<file path="src/rtl/sisc_pkg.sv">
// sisc_pkg -- constants and types shared by the program counter and the
// return-address stack.
//
// Contents:
//   ADDR_W          program-counter / return-address width (16)
//   RET_STACK_DEPTH number of return-address entries (8)
//   addr_t          program-address type
//   ptr_step        helper: advance or retreat a circular pointer

package sisc_pkg;

  localparam int ADDR_W          = 16;
  localparam int RET_STACK_DEPTH = 8;

  typedef logic [ADDR_W-1:0] addr_t;

  // Move a 4-bit circular pointer one slot up (dir=1) or down (dir=0).
  // Power-of-two depths wrap naturally through truncation.
  function automatic logic [3:0] ptr_step(input logic [3:0] p, input logic dir);
    return dir ? p + 4'd1 : p - 4'd1;
  endfunction

endpackage

</file>
<file path="src/rtl/ret_stack_mem.sv">
// ret_stack_mem -- entry storage for the return-address stack.
// DEPTH x AW registers with one synchronous write port and one
// asynchronous read port. Contents are not reset.
//
// Ports:
//   clk    in   system clock, posedge active
//   we     in   write enable
//   waddr  in   write index, $clog2(DEPTH) bits
//   wdata  in   write data, AW bits
//   raddr  in   read index, $clog2(DEPTH) bits
//   rdata  out  data at raddr, combinational

module ret_stack_mem #(
  parameter int DEPTH = 8,
  parameter int AW    = 16
) (
  input  logic                       clk,
  input  logic                       we,
  input  logic [$clog2(DEPTH)-1:0]   waddr,
  input  logic [AW-1:0]              wdata,
  input  logic [$clog2(DEPTH)-1:0]   raddr,
  output logic [AW-1:0]              rdata
);

  localparam int PW = $clog2(DEPTH);

  logic [AW-1:0] entry_q [DEPTH];

  genvar gi;
  generate
    for (gi = 0; gi < DEPTH; gi++) begin : g_entry
      always_ff @(posedge clk) begin
        if (we && (waddr == PW'(gi))) begin
          entry_q[gi] <= wdata;
        end
      end
    end
  endgenerate

  assign rdata = entry_q[raddr];

endmodule

</file>
<file path="src/rtl/ret_stack.sv">
// ret_stack -- circular return-address stack for subroutine call/return.
// A push at full overwrites the oldest entry; a pop when empty is ignored.
// Optional sticky error flags are built when RET_STACK_ERR_FLAGS_EN is
// defined; otherwise ovf/unf are tied low and err_clr is ignored.
//
// Ports:
//   clk        in   system clock, posedge active
//   rst_f      in   synchronous reset, active low
//   push       in   call: save push_addr
//   pop        in   return: discard top entry
//   push_addr  in   return address to save (PC+1)
//   ret_addr   out  top-of-stack address, zero when empty
//   ret_valid  out  stack holds at least one entry
//   full       out  count == DEPTH
//   count      out  number of valid entries
//   err_clr    in   clears sticky ovf/unf
//   ovf        out  sticky: push while full
//   unf        out  sticky: pop while empty

module ret_stack
  import sisc_pkg::*;
#(
  parameter int DEPTH = RET_STACK_DEPTH,
  parameter int AW    = ADDR_W
) (
  input  logic                     clk,
  input  logic                     rst_f,
  input  logic                     push,
  input  logic                     pop,
  input  logic [AW-1:0]            push_addr,
  output logic [AW-1:0]            ret_addr,
  output logic                     ret_valid,
  output logic                     full,
  output logic [$clog2(DEPTH):0]   count,
  input  logic                     err_clr,
  output logic                     ovf,
  output logic                     unf
);

  localparam int PW = $clog2(DEPTH);
  localparam int CW = PW + 1;

  // ptr_q indexes the current top entry; it is meaningful only when count>0.
  logic [PW-1:0] ptr_q, ptr_d;
  logic [CW-1:0] count_q, count_d;

  logic          empty;
  logic          is_full;
  logic          mem_we;
  logic [PW-1:0] mem_waddr;
  logic [AW-1:0] top_data;

  assign empty   = (count_q == '0);
  assign is_full = (count_q == CW'(DEPTH));

  always_comb begin
    ptr_d     = ptr_q;
    count_d   = count_q;
    mem_we    = 1'b0;
    mem_waddr = ptr_q + PW'(1);
    unique case ({push, pop})
      2'b10: begin
        // At full the slot above the top is the oldest entry, so the same
        // write both grows the stack and, when full, overwrites the oldest.
        mem_we = 1'b1;
        ptr_d  = ptr_q + PW'(1);
        if (!is_full) count_d = count_q + CW'(1);
      end
      2'b01: begin
        if (!empty) begin
          ptr_d   = ptr_q - PW'(1);
          count_d = count_q - CW'(1);
        end
      end
      2'b11: begin
        mem_we = 1'b1;
        if (empty) begin
          ptr_d   = ptr_q + PW'(1);
          count_d = CW'(1);
        end else begin
          mem_waddr = ptr_q;
        end
      end
      default: ;
    endcase
  end

  always_ff @(posedge clk) begin
    if (!rst_f) begin
      ptr_q   <= '0;
      count_q <= '0;
    end else begin
      ptr_q   <= ptr_d;
      count_q <= count_d;
    end
  end

  ret_stack_mem #(
    .DEPTH (DEPTH),
    .AW    (AW)
  ) u_mem (
    .clk   (clk),
    .we    (mem_we & rst_f),
    .waddr (mem_waddr),
    .wdata (push_addr),
    .raddr (ptr_q),
    .rdata (top_data)
  );

  // Stale storage is masked so an empty stack always presents zero.
  assign ret_addr  = empty ? '0 : top_data;
  assign ret_valid = !empty;
  assign full      = is_full;
  assign count     = count_q;

`ifdef RET_STACK_ERR_FLAGS_EN
  logic ovf_q, ovf_d;
  logic unf_q, unf_d;

  // Clear first, then let a same-cycle error re-set the flag.
  always_comb begin
    ovf_d = ovf_q;
    unf_d = unf_q;
    if (err_clr) begin
      ovf_d = 1'b0;
      unf_d = 1'b0;
    end
    if (push && !pop && is_full) ovf_d = 1'b1;
    if (pop && empty)            unf_d = 1'b1;
  end

  always_ff @(posedge clk) begin
    if (!rst_f) begin
      ovf_q <= 1'b0;
      unf_q <= 1'b0;
    end else begin
      ovf_q <= ovf_d;
      unf_q <= unf_d;
    end
  end

  assign ovf = ovf_q;
  assign unf = unf_q;
`else
  logic err_clr_unused;
  assign err_clr_unused = err_clr;
  assign ovf = 1'b0;
  assign unf = 1'b0;
`endif

endmodule

</file>
<file path="config.mk">
export PLATFORM = sky130hd
export DESIGN_NAME = ret_stack
export DESIGN_NICKNAME = d
export VERILOG_FILES = /design/src/rtl/sisc_pkg.sv /design/src/rtl/ret_stack_mem.sv /design/src/rtl/ret_stack.sv
export SDC_FILE = /design/constraint.sdc
export NUM_CORES = 1
export LEC_CHECK = 0
export CORE_UTILIZATION = 60
export DETAILED_ROUTE_END_ITERATION = 7
export PLACE_DENSITY = 0.86
export SETUP_SLACK_MARGIN = 0.4
export SYNTH_ARGS = -nofsm -noshare
export SYNTH_HDL_FRONTEND = slang
export SYNTH_HIERARCHICAL = 1
export SYNTH_SLANG_ARGS = --single-unit
</file>
<file path="constraint.sdc">
create_clock -name clk -period 9.73 [get_ports clk]
set_clock_uncertainty 0.2 [all_clocks]
set_input_delay 1.4595 -clock clk [delete_from_list [all_inputs] [get_ports clk]]
set_output_delay 1.4595 -clock clk [all_outputs]
set_load 0.05 [all_outputs]
</file>
==> run metrics <==
Final TNS setup=0 ns; Post-synth EDFFs=128; Max Root-Sink Buffers=2; status=complete, no violations; Max Clk Rate=195.9 MHz; initial antenna violation count=0; Worst VDD drop=0.0001344 V; cell count after synthesis=286; Worst Hold Class=reg2reg; CP Capture Type=output pin; worst skew pair latency=0.51 ns; via count=2846; DRC Markers=0; Die Ht=99.24 um; Core Util, Final=73.56%; drt first-iter violations=225; post-synth top area share=67.75%; RePlAce Congestion=0.7811; max_cap viols=0; DIE AREA=9848 um2; die width=99.24 um; CTS tree=yes; Crit Reg-Reg Startpoint=count[0]$_SDFFE_PN0P_; Critical Path AT=3.45 ns; Vias/cell=6.147; post-DP HPWL=6074 um; crit-path cells=mux4_1, mux2_2, nor2b_1, clkdlybuf4s50_1; FF-to-FF End=u_mem/entry_q[4][11]$_DFFE_PP_; delay-heaviest family, CP=flip-flops; Slew headroom=20.15%; Fin Hold WS=0.4551 ns; Clock Sinks=135; total global routing overflow=0; total CTS buffers=17; boundary pin count=45; #FFs+latches synth=135; first-pass GRT wire length=16550 um; Post-Synth Adder-Cell Area=0.6617%; Layout fillers=499; critical path capture point=ret_addr[4]; mux cell area share after synthesis=18.09%; simple-gate share of the synthesized area=5.404%; drt first pass iters=5; power density cells=244.5 nW/um2; Routed Wire Length=10780 um; share of cells above drive strength 1=18.75%; Yosys Warn Count=6; Crit. Startpoint=ptr_q[0]$_SDFFE_PN0P_; sequential area share after synthesis=70.22%; GRT Resource Usage Total=24.10%; R2R depth=7; post-synthesis compound-gate area fraction=1.676%; ys flop type=edfxtp_1; Final setup viols=0; clock tree root driver cell=clkbuf_8; area of the core=9196 um2; cts repair resizes=0; Post-CTS Hold Buffers=0; Buf+Inv Stages, Crit Path=1; Final period util=52.47%; initial cell density of the core=61.69%; Layout area overhead=19.25%; worst slew pin tran=1.189 ns; LEAKAGE=0.002234 uW; routed len/inst=23.29 um; CP Launch Type=flop; DRT antenna net count=0; hold path cells=2; register area=3985 um2; CP max stage cell=dfxtp_2; unrepaired setup endpoints after global routing=no; post-CTS setup buffers=0; synth top area cells=edfxtp_1 (68%), mux4_1 (13%), mux2_2 (3.2%), dfxtp_1 (2.5%), nor2b_1 (1.8%); I/O Buffers=41; R2R Setup Slk=5.61 ns; top cells by count, synth=edfxtp_1 (128), mux4_1 (28), mux2_2 (16), nor2b_1 (16), nor2_1 (11); synth unique cells=38; Synth area leader=edfxtp_1; ANT cells=0; fin. max-slew vios=0; fin crit period=5.106 ns; # H-tree levels=4; Crit path required time=8.07 ns; crit-path max FO=34; Final nets=363; xor/xnor share of the synthesized area=1.676%; Worst path depth=4; Worst-path clk slew=0.06 ns; Row Count=35; cell with the most instances after synthesis=edfxtp_1; vias in the first global route=2878; Syn Area/Cell=19.84 um2; critical path type=reg2out; largest family of logic cells by synthesized area=multiplexers; synthesized cell area=5673 um2; largest net degree at the start of global routing=35; final hold vios=0; delay of the slowest critical-path stage=1.02 ns; async set or reset register ratio after synthesis=0%; Multi-input gate area=1584 um2
placed cells by master, fill, tap and decap left out, drive strengths merged:
cell,n
a211oi,1
a21oi,2
a31oi,2
and2,2
buf,8
bufinv,2
clkbuf,19
clkdlybuf4s50,41
clkinv,5
clkinvlp,2
conb,2
dfxtp,7
edfxtp,128
ha,3
inv,9
mux2,16
mux2i,2
mux4,32
nand2,10
nand2b,5
nand3,3
nand3b,1
nand4b,1
nor2,11
nor2b,16
nor3,3
nor4,1
o211a,1
o21ai,3
o311ai,1
o41ai,1
or3,1
or3b,1
xnor2,8
xor2,2
layout make-up:
cell class                      count  area share, %
Sequential cell                   135          58.91
Multi-Input combinational cell    131          23.41
Timing Repair Buffer               49          6.954
Clock buffer                       19          6.233
Clock inverter                     13          2.164
Tap cell                          111          2.053
Inverter                            5         0.2774
report_power, final:
part / total [uW] / switching, uW / internal, uW / leakage, uW
clock: 611 / 243 / 368 / 0.000274
sequential: 710 / 39.8 / 670 / 0.00121
combinational: 333 / 183 / 150 / 0.000747
total: 1650 / 466 / 1190 / 0.00223
per-stage QoR:
stage                     area [um2]  total power, uW  std cells  setup slack, ns
after floorplan                 5677            954.5        287            5.824
after global placement          6197             1040        431            5.180
after detailed placement        6197             1052        431            4.978
after CTS                       6765             1665        463            4.599
after global routing            6765             1709        463            4.524
final                           6765             1654        463            4.624
worst register-to-register path, delay by kind of cell (launching register included):
family	cells	cell delay [ns]
xor gates and xnor gates	1	0.46
DFF	1	0.43
buffers and inverters	1	0.36
and+or+nand+nor	5	2.35
routing by layer:
layer,share of wire [%],track usage (%)
met1,41,30.55
met2,53,40.06
met3,5.5,5.973
met4,1.0,10.41
met5,0,0
flip-flops by register name (all words and copies together), names as in the netlist:
register       flops
u_mem/entry_q    128
ptr_q              3
count              4
how the worst min path moves through the flow:
| stage | start | end | slack [ns] |
|---|---|---|---|
| CTS | count[1]$_SDFFE_PN0P_ | count[1]$_SDFFE_PN0P_ | 0.45 |
| detailed placement | count[0]$_SDFFE_PN0P_ | count[3]$_SDFFE_PN0P_ | 0.44 |
| finish | count[1]$_SDFFE_PN0P_ | count[1]$_SDFFE_PN0P_ | 0.46 |
| global route | count[1]$_SDFFE_PN0P_ | count[1]$_SDFFE_PN0P_ | 0.50 |
| floorplan | ptr_q[1]$_SDFFE_PN0P_ | ptr_q[1]$_SDFFE_PN0P_ | 0.28 |
| global placement | count[0]$_SDFFE_PN0P_ | count[3]$_SDFFE_PN0P_ | 0.41 |
logic make-up after synthesis:
| kind of cell | count (synthesis) |
|---|---|
| flip-flops | 135 |
| AND/OR/NAND/NOR | 55 |
| multiplexers | 50 |
| buffers and inverters | 21 |
| AO/OA/AOI/OAI | 11 |
| XOR/XNOR | 10 |
| adder cells (fa/ha/maj) | 3 |
| other | 1 |
No activity file was read; power rests on OpenSTA's default activity.
